### src/rtl/sprite_motion_ctrl_pkg.sv
// Shared constants, state type and step helper for sprite motion controllers.
// Build option SPRITE_WRAP_EN: defined gives a toroidal screen, undefined clamps at the edges.
package sprite_pkg;
  localparam int SCREEN_W = 640;
  localparam int SCREEN_H = 480;
  localparam int SPRITE_W = 64;
  localparam int SPRITE_H = 64;
  localparam logic [9:0] MAX_X = 10'(SCREEN_W - SPRITE_W);
  localparam logic [9:0] MAX_Y = 10'(SCREEN_H - SPRITE_H);

  typedef enum logic [1:0] {IDLE, HOLD, MOVE} motion_state_t;

  // One axis step; opposite directions pressed together cancel.
  function automatic logic [9:0] step_axis(input logic [9:0] pos, input logic inc,
                                           input logic dec, input logic [9:0] step,
                                           input logic [9:0] lim);
    logic signed [10:0] n;
    n = $signed({1'b0, pos});
    if (inc && !dec)      n = n + $signed({1'b0, step});
    else if (dec && !inc) n = n - $signed({1'b0, step});
`ifdef SPRITE_WRAP_EN
    if (n[10])                          return lim;
    else if (n > $signed({1'b0, lim}))  return 10'd0;
    else                                return n[9:0];
`else
    if (n[10])                          return 10'd0;
    else if (n > $signed({1'b0, lim}))  return lim;
    else                                return n[9:0];
`endif
  endfunction
endpackage

### src/rtl/sprite_motion_ctrl_frame_tick_gen.sv
// One-cycle pulse on the rising edge of (pixelx==0 && pixely==SCREEN_H).
module frame_tick_gen #(
  parameter int SCREEN_H = 480
) (
  input  logic       clk,
  input  logic       rst,
  input  logic [9:0] i_pixelx,
  input  logic [9:0] i_pixely,
  output logic       o_tick
);
  logic w_cond;
  logic r_cond_q;
  logic r_tick;

  assign w_cond = (i_pixelx == 10'd0) && (i_pixely == 10'(SCREEN_H));

  // r_cond_q resets high so a cond level present at release is not taken as an edge.
  always_ff @(posedge clk or posedge rst) begin
    if (rst) begin
      r_cond_q <= 1'b1;
      r_tick   <= 1'b0;
    end else begin
      r_cond_q <= w_cond;
      r_tick   <= w_cond & ~r_cond_q;
    end
  end

  assign o_tick = r_tick;
endmodule

### src/rtl/sprite_motion_ctrl.sv
// Per-frame sprite position controller: synced buttons -> IDLE/HOLD/MOVE -> posx/posy at vblank.
// Edge behaviour selected by SPRITE_WRAP_EN (wrap) vs default (clamp).
module sprite_motion_ctrl
  import sprite_pkg::*;
#(
  parameter int SCREEN_W    = sprite_pkg::SCREEN_W,
  parameter int SCREEN_H    = sprite_pkg::SCREEN_H,
  parameter int SPRITE_W    = sprite_pkg::SPRITE_W,
  parameter int SPRITE_H    = sprite_pkg::SPRITE_H,
  parameter int STEP        = 4,
  parameter int HOLD_FRAMES = 8
) (
  input  logic       clk,
  input  logic       rst,
  input  logic [9:0] pixelx,
  input  logic [9:0] pixely,
  input  logic       btn_up,
  input  logic       btn_down,
  input  logic       btn_left,
  input  logic       btn_right,
  output logic [9:0] posx,
  output logic [9:0] posy,
  output logic       frame_tick,
  output logic       moving
);
  localparam logic [9:0] L_MAX_X = 10'(SCREEN_W - SPRITE_W);
  localparam logic [9:0] L_MAX_Y = 10'(SCREEN_H - SPRITE_H);
  localparam logic [9:0] L_RST_X = 10'((SCREEN_W - SPRITE_W) / 2);
  localparam logic [9:0] L_RST_Y = 10'((SCREEN_H - SPRITE_H) / 2);
  localparam int         CW      = $clog2(HOLD_FRAMES + 1);

  logic [3:0]    r_sync1, r_sync2;
  logic          w_up, w_dn, w_lf, w_rt, w_active, w_tick;
  logic [9:0]    w_nx, w_ny;
  logic [9:0]    r_posx, r_posy;
  logic          r_moving;
  logic [CW-1:0] r_cnt;
  motion_state_t r_state;

  always_ff @(posedge clk or posedge rst) begin
    if (rst) begin
      r_sync1 <= '0;
      r_sync2 <= '0;
    end else begin
      r_sync1 <= {btn_up, btn_down, btn_left, btn_right};
      r_sync2 <= r_sync1;
    end
  end

  assign {w_up, w_dn, w_lf, w_rt} = r_sync2;
  assign w_active = (w_rt ^ w_lf) | (w_dn ^ w_up);
  assign w_nx     = step_axis(r_posx, w_rt, w_lf, 10'(STEP), L_MAX_X);
  assign w_ny     = step_axis(r_posy, w_dn, w_up, 10'(STEP), L_MAX_Y);

  frame_tick_gen #(.SCREEN_H(SCREEN_H)) u_tick (
    .clk      (clk),
    .rst      (rst),
    .i_pixelx (pixelx),
    .i_pixely (pixely),
    .o_tick   (w_tick)
  );

  always_ff @(posedge clk or posedge rst) begin
    if (rst) begin
      r_state  <= IDLE;
      r_cnt    <= '0;
      r_posx   <= L_RST_X;
      r_posy   <= L_RST_Y;
      r_moving <= 1'b0;
    end else if (w_tick) begin
      case (r_state)
        IDLE: if (w_active) begin
          r_posx  <= w_nx;
          r_posy  <= w_ny;
          r_state <= HOLD;
          r_cnt   <= CW'(1);
        end
        HOLD: begin
          if (!w_active) begin
            r_state <= IDLE;
            r_cnt   <= '0;
          end else if (r_cnt == CW'(HOLD_FRAMES)) begin
            r_posx   <= w_nx;
            r_posy   <= w_ny;
            r_state  <= MOVE;
            r_moving <= 1'b1;
          end else begin
            r_cnt <= r_cnt + CW'(1);
          end
        end
        MOVE: begin
          if (w_active) begin
            r_posx <= w_nx;
            r_posy <= w_ny;
          end else begin
            r_state  <= IDLE;
            r_cnt    <= '0;
            r_moving <= 1'b0;
          end
        end
        default: begin
          r_state  <= IDLE;
          r_cnt    <= '0;
          r_moving <= 1'b0;
        end
      endcase
    end
  end

  assign posx       = r_posx;
  assign posy       = r_posy;
  assign moving     = r_moving;
  assign frame_tick = w_tick;
endmodule

### config.mk
export PLATFORM = sky130hd
export DESIGN_NAME = sprite_motion_ctrl
export DESIGN_NICKNAME = d
export VERILOG_FILES = /design/src/rtl/sprite_motion_ctrl_pkg.sv /design/src/rtl/sprite_motion_ctrl_frame_tick_gen.sv /design/src/rtl/sprite_motion_ctrl.sv
export SDC_FILE = /design/constraint.sdc
export NUM_CORES = 1
export LEC_CHECK = 0
export CORE_ASPECT_RATIO = 0.6
export CORE_UTILIZATION = 38
export DETAILED_ROUTE_END_ITERATION = 6
export SETUP_SLACK_MARGIN = 0.15
export SLEW_MARGIN = 20
export SYNTH_ARGS = -nofsm -noshare
export SYNTH_HDL_FRONTEND = slang
export SYNTH_SLANG_ARGS = --single-unit
### constraint.sdc
create_clock -name clk -period 7.13 [get_ports clk]
set_input_delay 1.426 -clock clk [delete_from_list [all_inputs] [get_ports clk]]
set_output_delay 1.426 -clock clk [all_outputs]
set_load 0.02 [all_outputs]
==> metrics.yaml, run 1 <==
global_routing:
  overflow: 0
  grt_pass1_wl_um: 7720
  grt_max_degree: 34
  grtUsageTotal: 0.166
  antenna_found_initial: 0
  grt_pass1_vias: 1633
timing:
  setup_viol: 0
  slew_viol_final: 0
  final_hold_viol_count: 0
  tightest_slew_ns: 0.570
  period_share: 0.415
  rsz0062_at_grt: "no"
  relSlewSlack: 0.615
  min_period_ns: 2.96
  tns_ns: 0
  fmax_ghz: 0.338
  skew_ns: 0.00588
status:
  status: "completed"
placement:
  place_congestion: 0.798
  placed_cell_area_um2: 2620
  dp_hpwl_um: 3350
  numPortBuffers: 43
die:
  die-area_um2: 6050
  die-height_um: 60.7
  placementRows: 20
  io_pins: 48
  fp.dieW_um: 99.8
  design.core.area_um2: 5280
  initial_core_util: 0.413
critical_path:
  max_stage_delay_ns: 0.63
  worstPathCellList: "clkdlybuf4s50_1"
  end_kind: "primary output"
  crit_type: "reg2out"
  startpoint_type: "flop"
  arrival_ns: 1.53
  crit_fanout: 9
  crit_buf_inv: 1
  crit_required_ns: 5.70
  crit_family: "buffers and inverters"
  cp_slowest_cell: "clkdlybuf4s50_1"
logic_synthesis:
  ys_ff_latch: 33
  synthCells: 235
  synth.distinct_cells: 59
  async_reset_ff_frac: 1.00
  synth_edf_count: 0
  ys_seq_area_frac: 0.382
  ys.warnings.count: 0
  synthFlopType: "dfrtp_1"
  syn_area_per_cell_um2: 9.27
  netlist_area_um2: 2180
run:
  maxCapViolCount: 0
power_and_ir_drop:
  p_per_area_nw_per_um2: 144
  p_leak_nw: 1.14
  power.total_mw: 0.391
  vdd_drop_max_uv: 64.0
cts:
  cts_resized: 0
  post_cts_buffers: 0
  clk_pin_slew_worst_paths_ns: 0.07
  clock_latency_ns: 0.28
  cts_sinks: 33
  cts_root_buf: "clkbuf_8"
  ctsHoldBuffers: 0
  numCtsBuffers: 5
  h-tree-depth: 2
  ctsLongestPathBuffers: 2
  tritoncts: "done"
detailed_routing:
  drc: 0
  wl_per_cell_um: 12.8
  routed_wl_um: 4500
  dr.pass1.iters: 4
  antenna_left: 0
  viasPerCell: 5.14
  vias: 1814
  drtIter0Drc: 72
cells_and_area:
  stdcell_area_um2: 2720
  nets: 311
  layout_common_cells: "43 x clkdlybuf4s50_1, 27 x dfrtp_1, 22 x nor2_1"
  n_antenna_cell: 0
  drive_above_1_share: 0.101
  final_common_cell: "clkdlybuf4s50_1"
  fillerInstances: 485
  layout-area-overhead-vs-synth_pct: 24.9
hold_path:
  hold_path.class: "reg2reg"
## sequential cells by signal, indices dropped and copies added, names as in the netlist
| name | cells |
|---|---|
| u_tick.r_cond_q | 1 |
| r_sync2 | 4 |
| r_state | 2 |
| r_cnt | 4 |
| r_sync1 | 4 |
| u_tick.o_tick | 1 |
| moving | 1 |
| posy | 8 |
| posx | 8 |
## report_power, final
group / switching (mW) / leakage, nW / internal [mW]
registers: 0.000848 / 0.421 / 0.190
clock network: 0.0672 / 0.0542 / 0.0872
logic: 0.0230 / 0.663 / 0.0234
total: 0.0911 / 1.14 / 0.300
## Yosys cell counts, types with 4 or more instances
cell type  count  area, um2
dfrtp_1       27        676
nor2_1        22       82.6
nand2_1       21       78.8
inv_1         16       60.1
a21oi_1       12       60.1
o21ai_0       11       55.1
ha_1          10        125
a22o_1         8       70.1
dfstp_2        6        158
xor2_1         6       52.6
nor3b_1        5       37.5
o31ai_1        5       37.5
xnor2_1        5       43.8
buf_4          4       30.0
nand2b_1       4       25.0
nand3_1        4       20.0
nand4_1        4       25.0
nor3_1         4       20.0
nor4_1         4       25.0
## layout make-up
class	count	area [um2]	share of cell area
clock buffer	7	96.3	0.0354
clock inverter	1	5.00	0.00184
inverter	16	60.1	0.0221
multi-input combinational	175	1190	0.438
sequential	33	833	0.306
tap	77	96.3	0.0354
timing repair buffer	44	438	0.161
## per-layer routing
metal / wire length (um) / GRT usage / vias up
met5: 0 / 0 / -
met1: 2490 / 0.241 / 841
met2: 1750 / 0.239 / 56
li1: - / - / 913
met4: 33 / 0.0441 / 0
met3: 233 / 0.0518 / 4
## logic make-up (layout without fill, tap and decap cells)
logic type,count (synthesis),in the layout,share of synthesized area
AND/OR/NAND/NOR,90,90,0.228
AO/OA/AOI/OAI,56,56,0.183
flip-flops,33,33,0.382
buffers and inverters,30,68,0.0758
XOR/XNOR,14,14,0.0666
adder cells (fa/ha/maj),10,10,0.0574
other,1,4,0.00172
multiplexers,1,1,0.00517
## path summary, 6_finish.rpt
check                                 from         end  slack [ns]  depth (start not counted)
worst max-delay path               posy[4]     posy[4]        4.17                          1
worst max register to register  r_sync2[2]     posy[2]        4.48                          8
worst min register to register  r_sync1[0]  r_sync2[0]        0.35                          0
worst min-delay path            r_sync1[0]  r_sync2[0]        0.35                          0
min in group asynchronous              rst    r_cnt[1]        1.54                          3
max in group asynchronous              rst     posy[7]        5.27                          3
## per-stage QoR
stage,hold slack (ns),setup slack (ns),instances,utilization
2_1_floorplan,0.331,4.80,238,-
3_3_place_gp,0.333,4.48,345,0.496
3_5_place_dp,0.336,4.47,345,0.496
4_1_cts,0.352,4.16,353,0.515
5_1_grt,0.359,4.10,353,0.515
6_report,0.347,4.17,353,0.515
Note: power is estimated with default switching activity, not from simulation.
==> run 2, diff against run 1 <==
--- a/config.mk
+++ b/config.mk
@@ -8,6 +8,7 @@
 export CORE_ASPECT_RATIO = 0.6
 export CORE_UTILIZATION = 38
 export DETAILED_ROUTE_END_ITERATION = 6
+export PLACE_DENSITY = 0.65
 export SETUP_SLACK_MARGIN = 0.15
 export SLEW_MARGIN = 20
 export SYNTH_ARGS = -nofsm -noshare
==> constraint.sdc (replaced) <==
create_clock -name clk -period 2.7 [get_ports clk]
set_input_delay 0.54 -clock clk [delete_from_list [all_inputs] [get_ports clk]]
set_output_delay 0.54 -clock clk [all_outputs]
set_load 0.02 [all_outputs]
==> run 2 against run 1 <==
  * Flip-flop and latch count unchanged
  * Largest power group unchanged
  * Non-clock buffer count rose by 4
  * Via count barely moved
  * Combinational power grew to 2.8 times the previous value
==> metrics.yaml, run 2 (same netlist as run 1, synthesis figures left out) <==
cts:
  post_cts_buffers: 0
  ctsHoldBuffers: 0
  cts_root_buf: "clkbuf_8"
  numCtsBuffers: 5
  tritoncts: "done"
  cts_resized: 0
  clk_pin_slew_worst_paths_ns: 0.07
  clock_latency_ns: 0.29
  ctsLongestPathBuffers: 2
  cts_sinks: 33
  h-tree-depth: 2
die:
  placementRows: 20
  io_pins: 48
  die-area_um2: 6050
  die-height_um: 60.7
  design.core.area_um2: 5280
  fp.dieW_um: 99.8
  initial_core_util: 0.413
critical_path:
  crit_family: "compound AO/OA/AOI/OAI gates"
  end_kind: "flop"
  r2r.worst_path.cells: 9
  cp_slowest_cell: "dfrtp_1"
  worstPathCellList: "inv_1 -> ha_1 -> nand2_1 -> o21ai_0 -> xnor2_1 -> a21oi_1 -> o211a_4 -> nor3_1 -> a22o_1"
  r2r_start: "r_sync2[2]"
  crit_fanout: 8
  crit_buf_inv: 1
  max_stage_delay_ns: 0.38
  arrival_ns: 2.68
  startpoint_type: "flop"
  crit_required_ns: 2.92
  cp.depth: 9
  crit_type: "reg2reg"
  r2r-end: "posy[2]"
  r2r_slack_ns: 0.25
timing:
  rsz0062_at_grt: "yes"
  final_hold_viol_count: 0
  setup_ws_ns: 0.246
  slew_viol_final: 0
  relSlewSlack: 0.662
  tns_ns: 0
  fmax_ghz: 0.408
  tightest_slew_ns: 0.504
  setup_viol: 0
  holdWs_ns: 0.349
  min_period_ns: 2.45
  skew_ns: 0.00789
  period_share: 0.909
hold_path:
  hold_path.class: "reg2reg"
  holdPathStages: 0
  hp-start: "r_sync1[1]"
  hold_end: "r_sync2[1]"
status:
  status: "completed"
cells_and_area:
  n_antenna_cell: 0
  final_common_cell: "clkdlybuf4s50_1"
  stdcell_area_um2: 2800
  instances_no_fill: 357
  drive_above_1_share: 0.125
  layout-area-overhead-vs-synth_pct: 28.6
  nets: 315
  layout_common_cells: "43 x clkdlybuf4s50_1, 26 x dfrtp_1, 22 x nor2_1"
global_routing:
  grtUsageTotal: 0.174
  overflow: 0
  grt_pass1_wl_um: 8010
  grt_max_degree: 34
  antenna_found_initial: 0
  grt_pass1_vias: 1623
placement:
  placed_cell_area_um2: 2650
  numPortBuffers: 43
  dpl_worst_slack_ns: 0.282
  place_congestion: 0.779
  dp.cells: 349
  dp_hpwl_um: 3570
detailed_routing:
  drtIter0Drc: 56
  dr.pass1.iters: 4
  antenna_left: 0
  vias: 1813
  viasPerCell: 5.08
  wl_per_cell_um: 13.6
  routed_wl_um: 4860
  drc: 0
power_and_ir_drop:
  p_leak_nw: 1.17
  vdd_drop_max_uv: 208
  p_per_area_nw_per_um2: 400
run:
  maxCapViolCount: 0
==> run 2: power by group <==
part / switching (mW) / internal (mW) / total [mW] / leakage (nW)
Sequential: 0.00234 / 0.501 / 0.503 / 0.419
Combinational: 0.0641 / 0.0656 / 0.130 / 0.697
Clock: 0.186 / 0.301 / 0.487 / 0.0585
==> run 2: area by class of cell <==
cell class / instances / area [um2]
fillers: 494 / 2480
multi-input cells: 175 / 1230
flip-flops and latches: 33 / 835
repair buffers: 48 / 468
well taps: 77 / 96.3
clock buffers: 7 / 86.3
inverters: 16 / 60.1
clock inverters: 1 / 30.0
==> run 2: through the flow <==
stage	power [mW]	utilization
floorplan	0.590	-
global placement	0.638	0.502
detailed placement	0.639	0.502
CTS	1.13	0.524
global route	1.16	0.531
finish	1.12	0.531
==> run 2: metal layers <==
| layer | routed length [um] | GRT usage |
|---|---|---|
| met5 | 0 | 0 |
| met4 | 51 | 0.0651 |
| met3 | 346 | 0.0472 |
| met2 | 1850 | 0.223 |
| met1 | 2610 | 0.272 |
==> run 2: how the worst max path moves through the flow <==
stage	from	slack (ns)	endpoint
6_report	r_sync2[2]	0.25	posy[2]
5_1_grt	r_sync2[2]	0.13	posy[2]
4_1_cts	r_sync2[0]	0.26	posx[2]
3_5_place_dp	r_sync2[2]	0.28	posy[4]
3_3_place_gp	r_sync2[2]	0.32	posy[2]
2_1_floorplan	posy[5]	0.37	posy[3]
==> run 2: worst register-to-register path: stages (launching register included) <==
cell and delay (ns):
dfrtp_1 0.38, inv_1 0.06, ha_1 0.38, nand2_1 0.15, o21ai_0 0.23, xnor2_1 0.20, a21oi_1 0.15, o211a_4 0.30
nor3_1 0.36, a22o_1 0.19
